--- config.mk ---
export PLATFORM = sky130hd
export DESIGN_NAME = lane_merge_flat
export DESIGN_NICKNAME = d
export VERILOG_FILES = /design/src/rtl/lane_merge_pkg.sv /design/src/rtl/lane_merge_if.sv /design/src/rtl/lane_merge_lane_fifo.sv /design/src/rtl/lane_merge.sv /design/src/flat_wrapper.sv
export SDC_FILE = /design/constraint.sdc
export NUM_CORES = 1
export LEC_CHECK = 0
export ABC_CLOCK_PERIOD_IN_PS = 6500
export CORE_MARGIN = 4
export CORE_UTILIZATION = 55
export DETAILED_ROUTE_END_ITERATION = 6
export HOLD_SLACK_MARGIN = 0.02
export PLACE_DENSITY = 0.75
export REMOVE_ABC_BUFFERS = 1
export SLEW_MARGIN = 10
export SYNTH_ARGS = -nofsm -noshare
export SYNTH_HDL_FRONTEND = slang
export SYNTH_SLANG_ARGS = --single-unit
--- constraint.sdc ---
create_clock -name clk -period 6.5 [get_ports clk]
set_input_delay 1.3 -clock clk [delete_from_list [all_inputs] [get_ports clk]]
set_output_delay 1.3 -clock clk [all_outputs]
set_load 0.1 [all_outputs]
--- src/rtl/lane_merge_pkg.sv ---
// Shared types and constants for the lane_merge block: FSM states, lane count,
// pixel width and a population-count helper used for drop accounting.
package lane_merge_pkg;

  localparam int unsigned NUM_LANES = 4;
  localparam int unsigned LANE_W    = $clog2(NUM_LANES);
  localparam int unsigned PIX_W     = 8;

  typedef enum logic [1:0] {
    IDLE,
    RUN,
    DONE
  } state_e;

  function automatic logic [LANE_W:0] count_ones(input logic [NUM_LANES-1:0] v);
    count_ones = '0;
    for (int unsigned i = 0; i < NUM_LANES; i++) begin
      count_ones = count_ones + {{LANE_W{1'b0}}, v[i]};
    end
  endfunction

endpackage

--- src/rtl/lane_merge_if.sv ---
// Merged output stream of lane_merge: registered pixel with valid/ready handshake.
interface lane_merge_if;
  import lane_merge_pkg::*;

  logic [PIX_W-1:0] m_pixel;
  logic             m_valid;
  logic             m_ready;

  modport master (output m_pixel, output m_valid, input m_ready);
  modport slave  (input m_pixel, input m_valid, output m_ready);

endinterface

--- src/rtl/lane_merge_lane_fifo.sv ---
// lane_fifo: synchronous FIFO with extra-bit wrap pointers and a synchronous flush.
// Read data is the combinational head entry; pop/push on an empty/full FIFO is
// the caller's responsibility to gate.
module lane_fifo #(
  parameter int unsigned DEPTH = 4,
  parameter int unsigned WIDTH = 8
) (
  input  logic             clk,
  input  logic             rst_n,
  input  logic             flush,
  input  logic             push,
  input  logic             pop,
  input  logic [WIDTH-1:0] din,
  output logic [WIDTH-1:0] dout,
  output logic             full,
  output logic             empty
);

  localparam int unsigned AW = $clog2(DEPTH);
  localparam int unsigned PW = AW + 1;

  logic [WIDTH-1:0] mem_q [DEPTH];
  logic [WIDTH-1:0] mem_d [DEPTH];
  logic [PW-1:0]    wr_ptr_q, wr_ptr_d;
  logic [PW-1:0]    rd_ptr_q, rd_ptr_d;

  assign empty = (wr_ptr_q == rd_ptr_q);
  assign full  = (wr_ptr_q[AW] != rd_ptr_q[AW]) &&
                 (wr_ptr_q[AW-1:0] == rd_ptr_q[AW-1:0]);
  assign dout  = mem_q[rd_ptr_q[AW-1:0]];

  always_comb begin
    mem_d    = mem_q;
    wr_ptr_d = wr_ptr_q;
    rd_ptr_d = rd_ptr_q;
    if (flush) begin
      wr_ptr_d = '0;
      rd_ptr_d = '0;
    end else begin
      if (push) begin
        mem_d[wr_ptr_q[AW-1:0]] = din;
        wr_ptr_d = wr_ptr_q + PW'(1);
      end
      if (pop) begin
        rd_ptr_d = rd_ptr_q + PW'(1);
      end
    end
  end

  always_ff @(posedge clk or negedge rst_n) begin
    if (!rst_n) begin
      mem_q    <= '{default: '0};
      wr_ptr_q <= '0;
      rd_ptr_q <= '0;
    end else begin
      mem_q    <= mem_d;
      wr_ptr_q <= wr_ptr_d;
      rd_ptr_q <= rd_ptr_d;
    end
  end

endmodule

--- src/rtl/lane_merge.sv ---
// lane_merge: merges four filter-lane pixel streams into one raster-order stream
// by strict round robin. Optional macro LANE_MERGE_OVF_CNT_EN adds ovf_cnt[7:0].
module lane_merge
  import lane_merge_pkg::*;
#(
  parameter int unsigned FIFO_DEPTH   = 4,
  parameter int unsigned FRAME_PIXELS = 65536
) (
  input  logic             clk,
  input  logic             rst_n,
  input  logic             start,
  input  logic [PIX_W-1:0] in_pixel0,
  input  logic [PIX_W-1:0] in_pixel1,
  input  logic [PIX_W-1:0] in_pixel2,
  input  logic [PIX_W-1:0] in_pixel3,
  input  logic             in_valid0,
  input  logic             in_valid1,
  input  logic             in_valid2,
  input  logic             in_valid3,
  lane_merge_if.master     m_if,
  output logic [16:0]      pix_cnt,
  output logic             busy,
  output logic             done,
  output logic             ovf
`ifdef LANE_MERGE_OVF_CNT_EN
  ,
  output logic [7:0]       ovf_cnt
`endif
);

  localparam logic [16:0] LAST_PIX = 17'(FRAME_PIXELS - 1);

  state_e              state_q, state_d;
  logic [LANE_W-1:0]   lane_q, lane_d;
  logic                m_valid_q, m_valid_d;
  logic [PIX_W-1:0]    m_pixel_q, m_pixel_d;
  logic [16:0]         pix_cnt_q, pix_cnt_d;
  logic                ovf_q, ovf_d;

  logic [PIX_W-1:0]     lane_pix  [NUM_LANES];
  logic [PIX_W-1:0]     fifo_dout [NUM_LANES];
  logic [NUM_LANES-1:0] lane_vld;
  logic [NUM_LANES-1:0] fifo_push, fifo_pop, fifo_full, fifo_empty, drop;
  logic                 run, hs, last_hs, pop_go;

  assign lane_pix[0] = in_pixel0;
  assign lane_pix[1] = in_pixel1;
  assign lane_pix[2] = in_pixel2;
  assign lane_pix[3] = in_pixel3;
  assign lane_vld    = {in_valid3, in_valid2, in_valid1, in_valid0};

  assign run     = (state_q == RUN);
  assign hs      = m_valid_q && m_if.m_ready;
  assign last_hs = hs && (pix_cnt_q == LAST_PIX);
  // No refill on the final handshake so the frame closes with m_valid low.
  assign pop_go  = run && !start && !last_hs && !fifo_empty[lane_q] &&
                   (!m_valid_q || m_if.m_ready);

  always_comb begin
    fifo_pop  = '0;
    fifo_push = '0;
    drop      = '0;
    for (int unsigned i = 0; i < NUM_LANES; i++) begin
      fifo_pop[i]  = pop_go && (lane_q == LANE_W'(i));
      // A full FIFO still takes the write when its head leaves in the same cycle.
      fifo_push[i] = run && !start && lane_vld[i] && (!fifo_full[i] || fifo_pop[i]);
      drop[i]      = run && !start && lane_vld[i] && fifo_full[i] && !fifo_pop[i];
    end
  end

  for (genvar g = 0; g < NUM_LANES; g++) begin : g_lane
    lane_fifo #(
      .DEPTH (FIFO_DEPTH),
      .WIDTH (PIX_W)
    ) u_fifo (
      .clk   (clk),
      .rst_n (rst_n),
      .flush (start),
      .push  (fifo_push[g]),
      .pop   (fifo_pop[g]),
      .din   (lane_pix[g]),
      .dout  (fifo_dout[g]),
      .full  (fifo_full[g]),
      .empty (fifo_empty[g])
    );
  end

  always_comb begin
    state_d   = state_q;
    lane_d    = lane_q;
    m_valid_d = m_valid_q;
    m_pixel_d = m_pixel_q;
    pix_cnt_d = pix_cnt_q;
    ovf_d     = ovf_q;
    if (start) begin
      state_d   = RUN;
      lane_d    = '0;
      m_valid_d = 1'b0;
      pix_cnt_d = '0;
      ovf_d     = 1'b0;
    end else begin
      case (state_q)
        RUN: begin
          if (hs) begin
            pix_cnt_d = pix_cnt_q + 17'd1;
            m_valid_d = 1'b0;
          end
          if (last_hs) begin
            state_d = DONE;
          end
          if (pop_go) begin
            m_valid_d = 1'b1;
            m_pixel_d = fifo_dout[lane_q];
            lane_d    = lane_q + LANE_W'(1);
          end
          if (|drop) begin
            ovf_d = 1'b1;
          end
        end
        DONE:    m_valid_d = 1'b0;
        default: ;
      endcase
    end
  end

  always_ff @(posedge clk or negedge rst_n) begin
    if (!rst_n) begin
      state_q   <= IDLE;
      lane_q    <= '0;
      m_valid_q <= 1'b0;
      m_pixel_q <= '0;
      pix_cnt_q <= '0;
      ovf_q     <= 1'b0;
    end else begin
      state_q   <= state_d;
      lane_q    <= lane_d;
      m_valid_q <= m_valid_d;
      m_pixel_q <= m_pixel_d;
      pix_cnt_q <= pix_cnt_d;
      ovf_q     <= ovf_d;
    end
  end

  assign m_if.m_valid = m_valid_q;
  assign m_if.m_pixel = m_pixel_q;
  assign pix_cnt      = pix_cnt_q;
  assign busy         = (state_q == RUN);
  assign done         = (state_q == DONE);
  assign ovf          = ovf_q;

`ifdef LANE_MERGE_OVF_CNT_EN
  logic [7:0] ovf_cnt_q, ovf_cnt_d;
  logic [8:0] ovf_sum;

  always_comb begin
    ovf_sum = {1'b0, ovf_cnt_q} + 9'(count_ones(drop));
    if (start) begin
      ovf_cnt_d = '0;
    end else if (ovf_sum > 9'd255) begin
      ovf_cnt_d = '1;
    end else begin
      ovf_cnt_d = ovf_sum[7:0];
    end
  end

  always_ff @(posedge clk or negedge rst_n) begin
    if (!rst_n) begin
      ovf_cnt_q <= '0;
    end else begin
      ovf_cnt_q <= ovf_cnt_d;
    end
  end

  assign ovf_cnt = ovf_cnt_q;
`endif

endmodule
--- src/flat_wrapper.sv ---
// flat-port wrapper written by rule: the top's interface ports become plain ports
module lane_merge_flat import lane_merge_pkg::*;
#(
  parameter int unsigned FIFO_DEPTH   = 4,
  parameter int unsigned FRAME_PIXELS = 65536
)
  (clk, rst_n, start, in_pixel0, in_pixel1, in_pixel2, in_pixel3, in_valid0, in_valid1, in_valid2, in_valid3, pix_cnt, busy, done, ovf, m_if_m_pixel, m_if_m_valid, m_if_m_ready);
  lane_merge_if m_if_i ();
  input  logic clk;
  input  logic rst_n;
  input  logic start;
  input  logic [PIX_W-1:0] in_pixel0;
  input  logic [PIX_W-1:0] in_pixel1;
  input  logic [PIX_W-1:0] in_pixel2;
  input  logic [PIX_W-1:0] in_pixel3;
  input  logic in_valid0;
  input  logic in_valid1;
  input  logic in_valid2;
  input  logic in_valid3;
  output logic [16:0] pix_cnt;
  output logic busy;
  output logic done;
  output logic ovf;
  output wire logic [$bits(m_if_i.m_pixel)-1:0] m_if_m_pixel;
  output wire logic [$bits(m_if_i.m_valid)-1:0] m_if_m_valid;
  input wire logic [$bits(m_if_i.m_ready)-1:0] m_if_m_ready;
  assign m_if_m_pixel = m_if_i.m_pixel;
  assign m_if_m_valid = m_if_i.m_valid;
  assign m_if_i.m_ready = m_if_m_ready;
  lane_merge #(.FIFO_DEPTH(FIFO_DEPTH), .FRAME_PIXELS(FRAME_PIXELS)) u_core (.clk(clk), .rst_n(rst_n), .start(start), .in_pixel0(in_pixel0), .in_pixel1(in_pixel1), .in_pixel2(in_pixel2), .in_pixel3(in_pixel3), .in_valid0(in_valid0), .in_valid1(in_valid1), .in_valid2(in_valid2), .in_valid3(in_valid3), .m_if(m_if_i), .pix_cnt(pix_cnt), .busy(busy), .done(done), .ovf(ovf));
endmodule
# ---- Word level (Yosys, flattened, before mapping)
# Cells that the tools add are included.
# Widths: inputs -> output; s select.
dict set report totals {
  reg_bits 183
}
dict set report op_classes {
  n_reduce_logical 77
  n_eq_ne 19
  addsub 10
  order_cmp 14
  bitwise 10
  mux 61
}
# operator count
set ops {}
lappend ops {{$bwmux 32} 4}
lappend ops {{$mux 8} 14}
lappend ops {{$bmux 8 s2} 5}
lappend ops {{$demux 8 s2} 4}
lappend ops {{$mux 17} 3}
lappend ops {{$mux 3} 16}
lappend ops {{$logic_and 1x1->1} 34}
lappend ops {{$ge 3x3->1 const B} 9}
lappend ops {{$not 2->3} 9}
lappend ops {{$reduce_bool 2->1} 13}
lappend ops {{$add 3x1->3 const B} 8}
lappend ops {{$reduce_and 2->1} 9}
lappend ops {{$add 17x1->17 const B} 1}
lappend ops {{$eq 17x16->1 const B} 1}
lappend ops {{$eq 3x3->1} 4}
lappend ops {{$logic_not 1->1} 12}
lappend ops {{$lt 3x1->1 const B} 4}
lappend ops {{$mux 2} 6}
lappend ops {{$eq 2x2->1} 4}
lappend ops {{$mux 1} 7}
lappend ops {{$eq 2x2->1 const B} 3}
lappend ops {{$logic_or 1x1->1} 5}
lappend ops {{$eq 2x1->1 const B} 2}
lappend ops {{$ne 1x1->1} 4}
lappend ops {{other kinds (10)} 10}

# ---- Longest topological paths before layout
dict set report depth {
  ltp_word 13
  ltp_mapped 11
  mapped_depth_nobuf 9
}

# ---- Cells and area by module
# A second synthesis with hierarchy kept.
dict set report unflattened {
  cells_unflattened 623
  area_unflattened_um2 9108.7
}
# module area_each_um2 seq_area_each_um2 n_inst cells_each
set by_module_without_submodules {}
lappend by_module_without_submodules {lane_fifo 1816.7 950.9 4 112}
lappend by_module_without_submodules {lane_merge 1841.8 775.7 1 175}

# ---- Worst setup path before layout
# Ideal clock, no wire load.
dict set report synth_timing {
  kind {reg2reg}
  from {register u_core.pix_cnt_q[6] (netlist: u_core.pix_cnt[6])}
  to {register u_core.m_pixel_q[0] (netlist: u_core.m_if.m_pixel[0])}
  setup_ps 128
  slack_ps 3038
  path_stages_with_launch 12
  arrival_time_ps 3334
  n_path_buf 2
  t_required_ps 6372
  cell_sequence {dfrtp_1 -> and4_1 -> nand4_1 -> nor3_1 -> ha_1 -> nand2b_1 -> a211oi_4 -> and3_1 -> buf_2 -> or2_4 -> buf_6 -> mux2_1}
}
dict set report synth_via {
  elab_chain_cells 7
}
# item line
set synth_lines {}
lappend synth_lines {{start, declared} lane_merge.sv:37} ;# logic [16:0] pix_cnt_q, pix_cnt_d;
lappend synth_lines {{start signal, assigned} lane_merge.sv:139} ;# pix_cnt_q <= pix_cnt_d;
lappend synth_lines {{$eq 17x16->1} lane_merge.sv:54} ;# assign last_hs = hs && (pix_cnt_q == LAST_PIX);
lappend synth_lines {{$logic_and 1x1->1} lane_merge.sv:54}
lappend synth_lines {{$logic_not 1->1} lane_merge.sv:56} ;# assign pop_go = run && !start && !last_hs && !fifo_empty[lane_q] &&
lappend synth_lines {{$logic_and 1x1->1 (3 in a row)} lane_merge.sv:56}
lappend synth_lines {{$reduce_and 3->1 (no source line)} --}
lappend synth_lines {{end signal, assigned} lane_merge.sv:138} ;# m_pixel_q <= m_pixel_d;
lappend synth_lines {{end, declared} lane_merge.sv:36} ;# logic [PIX_W-1:0] m_pixel_q, m_pixel_d;
# Every way passes these cells.
# A chain may end at the register's enable or synchronous reset.

# ---- Worst setup path after layout
dict set report layout_timing {
  from {register u_core.state_q[1]}
  to {output done}
}
dict set report layout_via {
  elab_chain_cells 1
}
# item line
set layout_lines {}
lappend layout_lines {{start, declared} lane_merge.sv:33} ;# state_e state_q, state_d;
lappend layout_lines {{start signal, assigned} lane_merge.sv:135} ;# state_q <= state_d;
lappend layout_lines {{$eq 2x2->1} lane_merge.sv:148} ;# assign done = (state_q == DONE);
lappend layout_lines {{end, declared} flat_wrapper.sv:22} ;# output logic done;
# Every way passes these cells.

==> results.yml <==
clock_tree:
  htreeDepth: 4
  cts_max_path_buffers: 2
  cts_tree: "yes"
  root_buffer: "clkbuf_16"
  post_cts_buffers: 0
  cts_hold_buf: 0
  post_cts_resized: 0
  clock-sinks: 183
  cts_made_buffers: 17
  insertion_delay_ns: 0.43
  path_clk_slew_ns: 0.07
synth:
  synth_top_flop_cell: "dfrtp_1"
  avgSynthCellArea_um2: 14.57
  synth_seq_area_share: 0.4615
  synth_edf_count: 0
  synth_warnings: 0
  async_flop_share: 1.000
  synth_cell_types: 59
  synthTopCellsByArea: "dfrtp_1, mux2_4, mux4_2, ha_1, o21ai_4"
  synth.most_common_cell: "dfrtp_1"
  synth_seq_cells: 183
  post-synth-top-area-cell: "dfrtp_1"
  synth_top_area_share: 0.4615
  synth_cells: 681
  synthTopCellsByCount: "dfrtp_1, mux2_4, mux4_2, ha_1, nand3_1"
  syn_area_um2: 9922
sta:
  tightest_slew_ns: 1.036
  fmax_ghz: 0.2660
  timing.final.setup_violations: 0
  hold_violations: 0
  period_needed_ns: 3.759
  slew-limit-headroom: 0.3093
  tns_ns: 0
  fin_skew_ns: 0.007445
  rsz0062_at_grt: "false"
  fin_crit_sh: 0.5783
  maxSlewViolCount: 0
placed_design:
  dpl_cell_area_um2: 10670
  numPortBuffers: 68
  place_hpwl_mm: 14.76
  place.gp.congestion: 0.8777
setup_path:
  setup.worst_path.start_class: "flop"
  required_ns: 5.20
  critPathArrivalTime_ns: 2.46
  path_max_fanout: 12
  crit_type: "reg -> out"
  setup.worst_path.end_class: "output port"
run:
  cap_violations: 0
layout:
  antenna_cells: 0
  final_cell_area_um2: 11300
  syn2layout_area_growth_pct: 13.90
  fin_nets: 801
  drive_gt1_frac: 0.3128
route:
  dr.pass1.iters: 5
  postRouteAntennaNets: 0
  drt-total-wl_mm: 21.08
  drcViolationCount: 0
  routed_via_density: 6.139
  drt-wirelength-per-cell_um: 21.67
  vias: 5973
  drt_iter0_drc: 414
global_routing:
  grt_overflow: 0
  grt_pass1_vias: 6532
  grt_max_degree: 116
  grtUsageTotal: 0.2206
  antenna_found_initial: 0
  grt_pass1_wl_mm: 35.16
status:
  status: "finished clean"
floorplanning:
  die_w_um: 142.3
  initial_core_util: 0.5677
  rows: 48
  pin_count: 69
  die_h_um: 142.3
  core_area_um2: 17480
  dieArea_um2: 20250
power:
  max-vdd-ir-drop_v: 0.0005424
  p_per_area_nw_per_um2: 401.7
  p_leak_nw: 5.126
min_path:
  hp-class: "reg -> reg"
-- where the power goes --
group / total, mW / internal [mW] / switching (mW) / leakage [nW]
clock: 1.09 / 0.628 / 0.465 / 0.309
sequential: 1.83 / 1.54 / 0.291 / 2.32
combinational: 1.62 / 0.898 / 0.722 / 2.50
-- worst paths after layout --
kind                                        start                                end  slack [ns]  cells past startpoint
min in group asynchronous                   rst_n  u_core.g_lane[3].u_fifo.mem_q[12]        0.99                      1
max reg2reg                     u_core.pix_cnt[7]             u_core.m_if.m_pixel[7]        3.19                      9
max                             u_core.state_q[1]                               done        2.74                      3
max in group asynchronous                   rst_n   u_core.g_lane[2].u_fifo.mem_q[8]        3.97                      2
min                        u_core.m_if.m_pixel[0]             u_core.m_if.m_pixel[0]        0.49                      1
min reg2reg                u_core.m_if.m_pixel[0]             u_core.m_if.m_pixel[0]        0.49                      1
-- state kept, by name, summed over array words and instances, names as in the netlist --
name,flops
u_core.g_lane.u_fifo.wr_ptr_q,12
u_core.state_q,2
u_core.lane_q,2
u_core.m_if.m_pixel,8
u_core.m_if.m_valid,1
u_core.ovf,1
u_core.g_lane.u_fifo.rd_ptr_q,12
u_core.pix_cnt,17
u_core.g_lane.u_fifo.mem_q,128
-- area by class of cell --
class | count | area, µm²
sequential | 183 | 4579
fill | 1237 | 6176
multi-input combinational | 449 | 5072
clock buffer | 18 | 439.2
clock inverter | 14 | 187.7
inverter | 15 | 56.30
timing repair buffer | 69 | 684.4
tap | 225 | 281.5
-- metal layers --
metal,wire (µm),part of all wire,global-route usage,vias to the layer above
li1,-,-,-,2673
met1,9437,0.45,0.2986,3143
met2,10550,0.50,0.3699,144
met3,876,0.042,0.04704,13
met4,214,0.010,0.05053,0
met5,0,0,0,-
-- cell usage in the layout (no fill, tap or decap), types with 5 or more instances in the layout --
cell type        netlist  final
nand4bb_1              5      5
mux2_4               128    128
nand3_1               23     23
a21o_1                 5      5
xor2_1                10     10
clkdlybuf4s50_1        0     66
or3_1                  5      5
a21oi_1               22     22
nand4_1               14     14
ha_1                  26     26
o21ai_4               16     16
mux2i_1                5      5
nand2_1               22     22
clkbuf_16              0     17
xnor2_1                8      8
mux2_1                 7      7
o21ai_0               17     17
nor2_1                19     19
dfrtp_1              183    183
inv_1                 15     15
o211ai_1              13     13
mux4_2                40     40
-- metrics by stage --
step / instances / util / total power, mW / hold WS [ns] / setup slack (ns)
floorplan: 647 / - / 3.034 / 0.4649 / 3.005
global placement: 941 / 0.6108 / 3.360 / 0.4727 / 2.520
detailed placement: 941 / 0.6108 / 3.459 / 0.4738 / 2.410
CTS: 973 / 0.6466 / 4.566 / 0.4898 / 2.725
global route: 973 / 0.6466 / 4.758 / 0.5086 / 2.592
finish: 973 / 0.6466 / 4.540 / 0.4869 / 2.741
-- critical path, stage by stage (launching register included) --
cell             delay [ns]
dfrtp_1                0.52
inv_1                  0.10
nor2_1                 0.21
clkdlybuf4s50_1        1.19
-- logic make-up (layout without fill, tap and decap cells) --
logic type	after synthesis	after routing	synth area share
AND/OR/NAND/NOR	124	124	0.07541
flip-flops	183	183	0.4615
adder cells (fa/ha/maj)	26	26	0.03279
XOR/XNOR	22	22	0.02245
buffers and inverters	49	116	0.02724
AO/OA/AOI/OAI	96	96	0.08197
multiplexers	181	181	0.2986
Power figures use the tool's default switching activity.
